### src/rtl/cdb_pkg.sv
// Shared definitions for the common-data-bus arbiter: source indices, default widths,
// the buffered result layout and round-robin index helpers.
package cdb_pkg;

   localparam int CDB_TAG_W   = 5;
   localparam int CDB_DATA_W  = 32;

   localparam int SRC_SIMPLE  = 0;
   localparam int SRC_COMPLEX = 1;
   localparam int SRC_FP      = 2;
   localparam int NUM_SRC     = 3;

   typedef struct packed {
      logic [CDB_TAG_W-1:0]  tag;
      logic [CDB_DATA_W-1:0] data;
   } cdb_result_t;

   // Source index reached by stepping off positions from base, modulo NUM_SRC.
   function automatic logic [1:0] src_add(input logic [1:0] base, input int off);
      logic [2:0] s;
      s = {1'b0, base} + 3'(off);
      return (s >= 3'd3) ? 2'(s - 3'd3) : s[1:0];
   endfunction

   function automatic logic [1:0] next_src(input logic [1:0] i);
      return (i == 2'd2) ? 2'd0 : i + 2'd1;
   endfunction

endpackage

### src/rtl/cdb_fifo.sv
// Small synchronous FIFO holding {tag, data} entries for one result source.
// DEPTH must be a power of two so the pointers wrap naturally.
module cdb_fifo #(
   parameter int DEPTH = 2,
   parameter int W     = 37
) (
   input  logic         clk,
   input  logic         rst_n,
   input  logic         push,
   input  logic         pop,
   input  logic [W-1:0] wdata,
   output logic [W-1:0] head,
   output logic         full,
   output logic         empty
);

   localparam int AW = (DEPTH > 2) ? $clog2(DEPTH) : 1;
   localparam logic [AW:0] FULL_CNT = (AW+1)'(DEPTH);

   logic [W-1:0]  mem [DEPTH];
   logic [AW-1:0] wr_ptr_reg;
   logic [AW-1:0] rd_ptr_reg;
   logic [AW:0]   count_reg;

   // Storage carries no reset; emptiness is tracked by the counter alone.
   always_ff @(posedge clk) begin
      if (push) begin
         mem[wr_ptr_reg] <= wdata;
      end
   end

   always_ff @(posedge clk) begin
      if (!rst_n) begin
         wr_ptr_reg <= '0;
         rd_ptr_reg <= '0;
         count_reg  <= '0;
      end else begin
         if (push) wr_ptr_reg <= wr_ptr_reg + 1'b1;
         if (pop)  rd_ptr_reg <= rd_ptr_reg + 1'b1;
         unique case ({push, pop})
            2'b10:   count_reg <= count_reg + 1'b1;
            2'b01:   count_reg <= count_reg - 1'b1;
            default: count_reg <= count_reg;
         endcase
      end
   end

   assign head  = mem[rd_ptr_reg];
   assign full  = (count_reg == FULL_CNT);
   assign empty = (count_reg == '0);

endmodule

### src/rtl/cdb_arbiter.sv
// Round-robin arbiter merging three FU result streams onto one registered broadcast bus.
// Optional CDB_BYPASS_EN lets an empty source's live offer go straight to the bus.
module cdb_arbiter
   import cdb_pkg::*;
#(
   parameter int FIFO_DEPTH = 2,
   parameter int TAG_W      = CDB_TAG_W,
   parameter int DATA_W     = CDB_DATA_W
) (
   input  logic              clk,
   input  logic              rst_n,
   input  logic              simple_res_valid,
   input  logic [TAG_W-1:0]  simple_res_tag,
   input  logic [DATA_W-1:0] simple_res_data,
   output logic              simple_res_ready,
   input  logic              complex_res_valid,
   input  logic [TAG_W-1:0]  complex_res_tag,
   input  logic [DATA_W-1:0] complex_res_data,
   output logic              complex_res_ready,
   input  logic              fp_res_valid,
   input  logic [TAG_W-1:0]  fp_res_tag,
   input  logic [DATA_W-1:0] fp_res_data,
   output logic              fp_res_ready,
   output logic              wrValid,
   output logic [TAG_W-1:0]  wrTag,
   output logic [DATA_W-1:0] wrdata
);

   localparam int ENTRY_W = TAG_W + DATA_W;

   logic [NUM_SRC-1:0] in_valid, full, empty, accept, keep, req, push, pop, grant;
   logic [TAG_W-1:0]   in_tag  [NUM_SRC];
   logic [DATA_W-1:0]  in_data [NUM_SRC];
   logic [ENTRY_W-1:0] head    [NUM_SRC];

   logic              gnt_any;
   logic [1:0]        gnt_idx;
   logic [1:0]        rr_ptr_reg;
   logic [TAG_W-1:0]  sel_tag;
   logic [DATA_W-1:0] sel_data;
   logic              wr_valid_reg;
   logic [TAG_W-1:0]  wr_tag_reg;
   logic [DATA_W-1:0] wr_data_reg;

   assign in_valid[SRC_SIMPLE]  = simple_res_valid;
   assign in_valid[SRC_COMPLEX] = complex_res_valid;
   assign in_valid[SRC_FP]      = fp_res_valid;
   assign in_tag[SRC_SIMPLE]    = simple_res_tag;
   assign in_tag[SRC_COMPLEX]   = complex_res_tag;
   assign in_tag[SRC_FP]        = fp_res_tag;
   assign in_data[SRC_SIMPLE]   = simple_res_data;
   assign in_data[SRC_COMPLEX]  = complex_res_data;
   assign in_data[SRC_FP]       = fp_res_data;

   assign simple_res_ready  = ~full[SRC_SIMPLE];
   assign complex_res_ready = ~full[SRC_COMPLEX];
   assign fp_res_ready      = ~full[SRC_FP];

   genvar gi;
   generate
      for (gi = 0; gi < NUM_SRC; gi++) begin : g_src
         // Tag 0 completes the handshake but is dropped here.
         assign accept[gi] = in_valid[gi] & ~full[gi];
         assign keep[gi]   = accept[gi] & (in_tag[gi] != '0);
         assign pop[gi]    = grant[gi] & ~empty[gi];
`ifdef CDB_BYPASS_EN
         assign req[gi]    = ~empty[gi] | keep[gi];
         assign push[gi]   = keep[gi] & ~(grant[gi] & empty[gi]);
`else
         assign req[gi]    = ~empty[gi];
         assign push[gi]   = keep[gi];
`endif

         cdb_fifo #(
            .DEPTH (FIFO_DEPTH),
            .W     (ENTRY_W)
         ) u_fifo (
            .clk   (clk),
            .rst_n (rst_n),
            .push  (push[gi]),
            .pop   (pop[gi]),
            .wdata ({in_tag[gi], in_data[gi]}),
            .head  (head[gi]),
            .full  (full[gi]),
            .empty (empty[gi])
         );
      end
   endgenerate

   // First requester found walking forward from rr_ptr wins.
   always_comb begin
      grant   = '0;
      gnt_any = 1'b0;
      gnt_idx = rr_ptr_reg;
      for (int k = 0; k < NUM_SRC; k++) begin
         if (!gnt_any && req[src_add(rr_ptr_reg, k)]) begin
            gnt_any = 1'b1;
            gnt_idx = src_add(rr_ptr_reg, k);
            grant[gnt_idx] = 1'b1;
         end
      end
   end

   always_comb begin
      sel_tag  = head[gnt_idx][ENTRY_W-1:DATA_W];
      sel_data = head[gnt_idx][DATA_W-1:0];
`ifdef CDB_BYPASS_EN
      if (empty[gnt_idx]) begin
         sel_tag  = in_tag[gnt_idx];
         sel_data = in_data[gnt_idx];
      end
`endif
   end

   always_ff @(posedge clk) begin
      if (!rst_n) begin
         rr_ptr_reg   <= 2'd0;
         wr_valid_reg <= 1'b0;
         wr_tag_reg   <= '0;
         wr_data_reg  <= '0;
      end else if (gnt_any) begin
         rr_ptr_reg   <= next_src(gnt_idx);
         wr_valid_reg <= 1'b1;
         wr_tag_reg   <= sel_tag;
         wr_data_reg  <= sel_data;
      end else begin
         wr_valid_reg <= 1'b0;
         wr_tag_reg   <= '0;
         wr_data_reg  <= '0;
      end
   end

   assign wrValid = wr_valid_reg;
   assign wrTag   = wr_tag_reg;
   assign wrdata  = wr_data_reg;

endmodule

### config.mk
export PLATFORM = sky130hd
export DESIGN_NAME = cdb_arbiter
export DESIGN_NICKNAME = d
export VERILOG_FILES = /design/src/rtl/cdb_pkg.sv /design/src/rtl/cdb_fifo.sv /design/src/rtl/cdb_arbiter.sv
export SDC_FILE = /design/constraint.sdc
export NUM_CORES = 1
export LEC_CHECK = 0
export CORE_MARGIN = 2
export CORE_UTILIZATION = 45
export DETAILED_ROUTE_END_ITERATION = 12
export PLACE_DENSITY = 0.73
export SLEW_MARGIN = 20
export SYNTH_ARGS = -nofsm -noshare
export SYNTH_HDL_FRONTEND = slang
export SYNTH_SLANG_ARGS = --single-unit
### constraint.sdc
create_clock -name clk -period 5.05 [get_ports clk]
set_input_delay 0.505 -clock clk [delete_from_list [all_inputs] [get_ports clk]]
set_output_delay 0.505 -clock clk [all_outputs]
set_load 0.1 [all_outputs]
# ---- Word-level counts from Yosys, hierarchy flattened
# Memories as Yosys holds them, arrays and structs flattened. A register that Yosys moved wholly into a read port is not among the register bits.
# Index checks and enable logic that the tools add are counted.
dict set report word_totals {
  mem_bits_rw 222
  out_inout_bits 41
  ff_bits 52
  elab_cells 133
  n_memories 3
}
# memory words word_bits read_ports rd_ports_with_merged_regs wr line_no
set memory_table {}
lappend memory_table {{g_src[0].u_fifo.mem} 2 37 1 1 1 cdb_fifo.sv:20} ;# logic [W-1:0] mem [DEPTH];
lappend memory_table {{g_src[1].u_fifo.mem} 2 37 1 1 1 cdb_fifo.sv:20}
lappend memory_table {{g_src[2].u_fifo.mem} 2 37 1 1 1 cdb_fifo.sv:20}
dict set report classes {
  n_eq_ne 10
  n_addsub 18
  order_cmp 10
  n_mux 44
  reduce_logical 17
  bitwise 18
}
# op count
set ops {}
lappend ops {{37-bit binary-select mux with 2-bit select} 1}
lappend ops {{37-bit 2-to-1 mux} 2}
lappend ops {{1-bit 2-to-1 mux} 22}
lappend ops {{5-bit nonzero test} 3}
lappend ops {{2-bit equality test, second input constant} 7}
lappend ops {{2-bit 2-to-1 mux} 7}
lappend ops {{2-bit one-hot mux with 2 select lines} 3}
lappend ops {{1-bit bitwise AND} 9}
lappend ops {{2-bit by 3-bit < comparator with 1-bit output, second input constant} 3}
lappend ops {{3-bit 2-to-1 mux} 3}
lappend ops {{2-bit by 1-bit adder with 2-bit output, second input constant} 4}
lappend ops {{1-bit adder, second input constant} 6}
lappend ops {{1-bit binary-select mux with 2-bit select} 3}
lappend ops {{1-bit demux with 2-bit select} 3}
lappend ops {{2-bit by 1-bit equality test with 1-bit output, second input constant} 3}
lappend ops {{2-bit by 1-bit greater-or-equal comparator with 1-bit output, second input constant} 3}
lappend ops {{3-bit by 2-bit greater-or-equal comparator with 1-bit output, second input constant} 2}
lappend ops {{2-bit zero test} 3}
lappend ops {{1-bit inverter} 6}
lappend ops {{3-bit OR} 2}
lappend ops {{2-bit nonzero test} 3}
lappend ops {{2-bit by 1-bit subtractor with 2-bit output, second input constant} 3}
lappend ops {{2-bit subtractor, second input constant} 3}
lappend ops {{1-bit logical AND} 5}
lappend ops {{other kinds (7)} 8}

# ---- Logic depth before layout (Yosys ltp)
# Gate-level depths: netlist of the first run.
dict set report logic_depth {
  word_depth 15
  mapped_depth 13
}

# ---- By module
# From an unflattened synthesis of the first run, not the netlist that was laid out.
dict set report hier_totals {
  hier_cells 639
  hier_area_um2 10802.9
}
# mod n_inst cells_each seq_area_each_um2 area_per_inst_um2
set modules_own_cells {}
lappend modules_own_cells {cdb_fifo 3 137 2322.2 2882.8}
lappend modules_own_cells {cdb_arbiter 1 228 800.8 2154.6}

# ---- Least setup slack after synthesis of the first run
# OpenSTA, ideal clock, no wires.
dict set report synth_timing {
  path_kind {reg2reg}
  startpoint {reg g_src[1].u_fifo.count_reg[0]}
  endpoint {mem g_src[1].u_fifo.mem[0][0] (enable)}
  period_less_slack_ns 3.628
  arrival_ns 3.196
  t_required_ns 4.617
  slack_ns 1.422
  path_buffers 1
  stages_incl_launch_ff 5
  path_cell_list {dfxtp_1 -> buf_4 -> nand2b_1 -> o211ai_1 -> nor2_1}
}
dict set report synth_via {
  elab_chain_len 6
}
# element line_no
set synth_lines {}
lappend synth_lines {{start, declared} cdb_fifo.sv:23} ;# logic [AW:0] count_reg;
lappend synth_lines {{start signal, assigned} cdb_fifo.sv:41} ;# 2'b10: count_reg <= count_reg + 1'b1;
lappend synth_lines {{start signal, assigned} cdb_fifo.sv:42} ;# 2'b01: count_reg <= count_reg - 1'b1;
lappend synth_lines {{start signal, assigned} cdb_fifo.sv:43} ;# default: count_reg <= count_reg;
lappend synth_lines {{2-bit equality test} cdb_fifo.sv:49} ;# assign full = (count_reg == FULL_CNT);
lappend synth_lines {{1-bit inverter} --}
lappend synth_lines {{via complex_res_ready} cdb_arbiter.sv:19} ;# output logic complex_res_ready,
lappend synth_lines {{1-bit bitwise AND} cdb_arbiter.sv:63} ;# assign accept[gi] = in_valid[gi] & ~full[gi];
lappend synth_lines {{1-bit bitwise AND} cdb_arbiter.sv:64} ;# assign keep[gi] = accept[gi] & (in_tag[gi] != '0);
lappend synth_lines {{1-bit 2-to-1 mux} cdb_fifo.sv:27} ;# if (push) begin
lappend synth_lines {{1-bit 2-to-1 mux (implied by the code)} cdb_fifo.sv:28} ;# mem[wr_ptr_reg] <= wdata;
lappend synth_lines {{end, declared} cdb_fifo.sv:20}
# The timed path passes the listed nets, and every way through them passes these cells.

# ---- Worst setup path after layout of the first run
dict set report layout_timing {
  startpoint {reg rr_ptr_reg[0]}
  endpoint {reg wr_data_reg[31] (netlist: wrdata[31])}
}
dict set report layout_via {
  elab_chain_len 15
}
# element line_no
set layout_lines {}
lappend layout_lines {{start, declared} cdb_arbiter.sv:38} ;# logic [1:0] rr_ptr_reg;
lappend layout_lines {{start signal, assigned} cdb_arbiter.sv:122} ;# rr_ptr_reg <= next_src(gnt_idx);
lappend layout_lines {{parallel branches: the longest is 15 deep, another holds 2-bit by 1-bit adder with 3-bit output} --}
lappend layout_lines {{end signal, assigned} cdb_arbiter.sv:125} ;# wr_data_reg <= sel_data;
lappend layout_lines {{end, declared} cdb_arbiter.sv:43} ;# logic [DATA_W-1:0] wr_data_reg;
# Parallel ways; which one is timed is not known. The select of a mux whose other input is x is not followed.
# A chain may end at the register's enable or synchronous reset.

==> results.json, run 1 <==
{
  "start_kind": "register",
  "leakage_uw": 0.004519,
  "maxCapViolCount": 0,
  "max_freq_mhz": 281.8,
  "drtAntennaViolNets": 0,
  "worst_pin_slew_ns": 1.098,
  "async_reset_ff_share_pct": 0,
  "maxSlewViolCount": 0,
  "ys_seq_elements": 277,
  "syn_nets": 755,
  "synth_cells": 632,
  "cp.required_ns": 5.49,
  "core-area_um2": 23610,
  "grt_pass1_wl_um": 34300,
  "arrival_ns": 3.99,
  "synth.avg_cell_area_um2": 17.25,
  "io_buffers": 156,
  "cts_inserted_buffers": 28,
  "tritoncts": "built",
  "drt-initial-drc-count": 322,
  "cts_root_buffer": "clkbuf_16",
  "hold_ws_ns": 0.4666,
  "cts_setup_buffers": 0,
  "ys.flop_type": "edfxtp_1",
  "vdd_drop_max_v": 0.0003941,
  "relSlewSlack_pct": 26.59,
  "cts_buffer_depth": 3,
  "track_usage_pct": 17.33,
  "die_area_um2": 25490,
  "num-nets-final": 920,
  "clkLatencyLatePin_ns": 0.54,
  "wl_per_cell_um": 19.82,
  "fin_tns_setup_ns": 0,
  "syn_area_um2": 10900,
  "antenna_found_initial": 0,
  "postCtsResizedCells": 0,
  "grt_max_degree": 39,
  "via_count": 5920,
  "grt-ovfl-total": 0,
  "grt_pass1_vias": 6102,
  "path_clk_slew_ns": 0.06,
  "gp_congestion": 0.8359,
  "diodes": 0,
  "worstHoldPathType": "reg2reg",
  "finalSetupViolCount": 0,
  "dp_hpwl_um": 14240,
  "status": "complete, no violations",
  "synth_warnings": 0,
  "powerDensity_nw_per_um2": 614.8,
  "skew_ns": 0.01887,
  "die_h_um": 159.6,
  "die_w_um": 159.6,
  "drtPass1Iterations": 4,
  "path_class": "reg2reg",
  "drive_gt1_share_pct": 14.91,
  "drc": 0,
  "rows": 56,
  "start_util_pct": 46.17,
  "wirelength_um": 22530,
  "timing.final.crit_share_pct": 70.26,
  "synth-edff-count": 222,
  "grt_setup_unrepaired": "no",
  "cts_num_sinks": 277,
  "seq_area_frac_synth_pct": 71.25,
  "largest_reg_flops": 222,
  "h-tree-depth": 1,
  "end_kind": "register",
  "ios": 157,
  "viasPerCell": 5.207,
  "period_minus_slack_ns": 3.548,
  "final_hold_viol_count": 0,
  "cts_hold_buf": 0,
  "path_max_fanout": 23,
  "ys_types": 49,
  "area.growth.synth_to_final_pct": 25.41,
  "total_power_uw": 8405
}
==> worst paths after layout <==
path | startpoint | endpoint | slack (ns) | cells after the start
worst max-delay path | rr_ptr_reg[0] | wrdata[31] | 1.50 | 9
worst max register to register | rr_ptr_reg[0] | wrdata[31] | 1.50 | 9
worst min-delay path | g_src[1].u_fifo.rd_ptr_reg | register | 0.47 | 2
worst min register to register | g_src[1].u_fifo.rd_ptr_reg | register | 0.47 | 2
==> report_power, final <==
part           internal (uW)  switching, uW  total (uW)
sequential              2880            177        3060
combinational           1310           2040        3360
clock                   1180            807        1990
total                   5380           3030        8410
==> placed cells by master (no fill, tap or decap), drive strengths merged, types with 2 or more instances in the layout <==
master	instances
edfxtp	222
clkdlybuf4s50	156
mux2i	118
dfxtp	55
clkbuf	42
o22ai	40
mux2	37
nor2	17
buf	11
o21ai	8
nand2b	8
inv	8
or3	7
and2	7
ha	7
a31oi	6
xnor2	6
nand3	6
nand2	6
o211ai	5
clkinv	5
a21oi	4
o21a	4
a21boi	4
a221oi	3
or4	3
or2	3
nor2b	2
a32oi	2
o21bai	2
a21o	2
bufinv	2
==> synthesized netlist by cell type (all sizes together) (4+ instances only) <==
library cell,count,area (um2)
mux2,37,450.4
o22ai,40,437.9
a21boi,4,33.78
ha,7,87.58
a21oi,4,20.02
edfxtp,222,6666
clkbuf,13,48.80
dfxtp,55,1101
o211ai,5,37.54
or3,7,43.79
mux2i,118,1181
nand2,6,25.03
nor2,17,63.81
o21ai,8,40.04
nand2b,8,50.05
inv,7,26.28
o21a,4,30.03
a31oi,6,37.54
buf,19,173.9
xnor2,6,52.55
and2,7,43.79
nand3,6,35.03
==> through the flow <==
| step | instances | utilization (%) | area (um2) | setup slack, ns |
|---|---|---|---|---|
| after global routing | 1137 | 57.90 | 13670 | 1.318 |
| final | 1137 | 57.90 | 13670 | 1.502 |
| after CTS | 1137 | 57.90 | 13670 | 1.527 |
| after global placement | 1086 | 54.12 | 12780 | 1.687 |
| after detailed placement | 1086 | 54.12 | 12780 | 1.538 |
| after floorplan | 632 | - | 10900 | 1.422 |
==> final cells by class <==
cell class	instances	area, um2
Sequential cell	277	7771
Clock buffer	42	794.5
Fill cell	1815	9941
Timing Repair Buffer	167	1644
Tap cell	319	399.1
Clock inverter	9	98.84
Inverter	7	26.28
Multi-Input combinational cell	316	2938
==> critical path, cell delays in order, from the launching register on <==
cell and delay [ns]:
dfxtp_1 0.35, inv_1 0.10, ha_1 0.51, or3_1 0.41
a221oi_1 0.27, a31oi_1 0.11, a21boi_4 0.63, buf_4 0.50
mux2_2 0.38, o22ai_1 0.16
==> kinds of logic after synthesis <==
kind of cell	after synthesis	share of synthesized area [%]
AOI/OAI and AO/OA	83	6.795
buffers and inverters	39	2.284
xor gates and xnor gates	6	0.4820
adders and majority gates	7	0.8034
DFF	277	71.25
and+or+nand+nor	65	3.420
muxes	155	14.97
==> routing by layer <==
metal,GRT usage [%],vias up,routed length [um]
met5,0,-,0
met4,5.496,0,684
met3,2.571,41,1112
met2,29.59,175,11070
met1,22.94,2916,9667
li1,-,2788,-
Power figures use the tool's default switching activity.
==> inputs of run 2 (changes only) <==
==> constraint.sdc (replaced) <==
create_clock -name clk -period 3.57 [get_ports clk]
set_input_delay 0.357 -clock clk [delete_from_list [all_inputs] [get_ports clk]]
set_output_delay 0.357 -clock clk [all_outputs]
set_load 0.1 [all_outputs]
==> run 2 against run 1 <==
  * Core utilization up 0.78 points
  * Maximum frequency grew 9.2%
  * Clock-buffer cell count down 7
  * Worst setup slack worse by 1.2 ns
  * Via count increased by 3.4%
  * Register-to-register slack lost 1.2 ns
  * Non-clock buffer count rose by 6
  * Wire length grew 3.0%
  * Flip-flop and latch count is the same
  * Largest power group unchanged
  * Highest routed layer unchanged
==> results.json, run 2 (same netlist as run 1, synthesis figures left out) <==
{
  "final_common_cell": "edfxtp_1",
  "grt_max_degree": 33,
  "cts_root_buffer": "clkbuf_16",
  "period_minus_slack_ns": 3.248,
  "arrival_ns": 3.71,
  "end_kind": "register",
  "cp.required_ns": 4.03,
  "area.growth.synth_to_final_pct": 27.11,
  "leakage_uw": 0.004618,
  "final_hold_viol_count": 0,
  "rr_endpoint": "wrdata[6]",
  "worst_pin_slew_ns": 0.9909,
  "die_area_um2": 25490,
  "skew_ns": 0.01444,
  "cts_hold_buf": 0,
  "die_w_um": 159.6,
  "start_util_pct": 46.17,
  "stdcell_count": 1144,
  "tritoncts": "built",
  "powerDensity_nw_per_um2": 879.4,
  "hold_ws_ns": 0.3839,
  "antenna_found_initial": 0,
  "final_cell_mix": "222 x edfxtp_1, 156 x clkdlybuf4s50_1, 118 x mux2i_1",
  "ios": 157,
  "diodes": 0,
  "r2r_cells": 9,
  "cts_setup_buffers": 0,
  "via_count": 6119,
  "holdPathStages": 1,
  "postCtsResizedCells": 0,
  "drtPass1Iterations": 6,
  "status": "complete, no violations",
  "drtAntennaViolNets": 0,
  "hold_path_end": "g_src[1].u_fifo.mem[1][18]",
  "fin_tns_setup_ns": 0,
  "num-nets-final": 926,
  "placedCellCount": 1090,
  "h-tree-depth": 1,
  "relSlewSlack_pct": 33.73,
  "maxCapViolCount": 0,
  "min-delay-start": "complex_res_data[18]",
  "drc": 0,
  "clkLatencyLatePin_ns": 0.55,
  "vdd_drop_max_v": 0.0004573,
  "reg2reg_slack_ns": 0.32,
  "place_area_um2": 12820,
  "grt_pass1_vias": 6482,
  "path_max_fanout": 29,
  "path_class": "reg2reg",
  "max_freq_mhz": 307.8,
  "die_h_um": 159.6,
  "fillers": 1775,
  "cts_num_sinks": 277,
  "gp_congestion": 0.8751,
  "start_kind": "register",
  "io_buffers": 156,
  "wl_per_cell_um": 20.28,
  "cts_inserted_buffers": 28,
  "finalSetupViolCount": 0,
  "worstHoldPathType": "in2reg",
  "cts_buffer_depth": 3,
  "drive_gt1_share_pct": 16.85,
  "wirelength_um": 23200,
  "grt_pass1_wl_um": 35290,
  "path_clk_slew_ns": 0.06,
  "drt-initial-drc-count": 501,
  "reg2reg_from": "rr_ptr_reg[1]",
  "dp_hpwl_um": 15510,
  "stdcell_area_um2": 13860,
  "timing.final.crit_share_pct": 90.99,
  "rows": 56,
  "core-area_um2": 23610,
  "track_usage_pct": 17.87,
  "maxSlewViolCount": 0,
  "viasPerCell": 5.349,
  "grt_setup_unrepaired": "no",
  "largest_reg_flops": 222,
  "grt-ovfl-total": 0
}
## run 2: area by class of cell
cell class	instances	area, um2	share of cell area, %
clock buffers	35	777.0	5.607
flip-flops and latches	277	7771	56.08
repair buffers	173	1727	12.46
inverters	7	26.28	0.1896
multi-input cells	316	2938	21.20
well taps	319	399.1	2.880
clock inverters	17	219.0	1.580
## run 2: routing by layer
layer	wire length (um)	GRT usage (%)	share of wire (%)
met1	9268	21.85	40
met2	11950	32.15	51
met3	1513	3.429	6.5
met4	477	5.248	2.1
met5	0	0	0
## run 2: worst max-delay path by stage
stage,cells after the start,start,to
6_report,9,rr_ptr_reg[1],wrdata[6]
5_1_grt,10,rr_ptr_reg[0],g_src[1].u_fifo.count_reg[1]
4_1_cts,9,rr_ptr_reg[0],g_src[0].u_fifo.count_reg[1]
3_5_place_dp,9,rr_ptr_reg[0],g_src[0].u_fifo.count_reg[1]
3_3_place_gp,9,rr_ptr_reg[0],g_src[0].u_fifo.count_reg[1]
2_1_floorplan,4,g_src[1].u_fifo.count_reg[0],g_src[1].u_fifo.mem[0][0]
## run 2: metrics by stage
step                      setup WS, ns  power (uW)  utilization (%)
after floorplan               -0.05845        8184                -
after detailed placement        0.4436        9203            54.30
after global placement          0.6483        9045            54.21
after CTS                       0.4127       12260            58.52
after global routing           0.09585       12690            58.68
final                           0.3216       12190            58.68
## run 2: report_power, final
part / switching [uW] / total [uW] / internal (uW)
logic: 2800 / 4720 / 1910
registers: 357 / 4430 / 4070
clock network: 1200 / 3040 / 1840
total: 4360 / 12200 / 7830
## run 2: worst max-delay path, stage by stage, from the launching register on
cell and delay (ns):
dfxtp_1 0.35, inv_1 0.09, ha_1 0.51, nor3b_1 0.49
or3_1 0.24, a31oi_1 0.15, o41a_1 0.19, nand3b_4 0.55
buf_4 0.40, o22ai_1 0.19
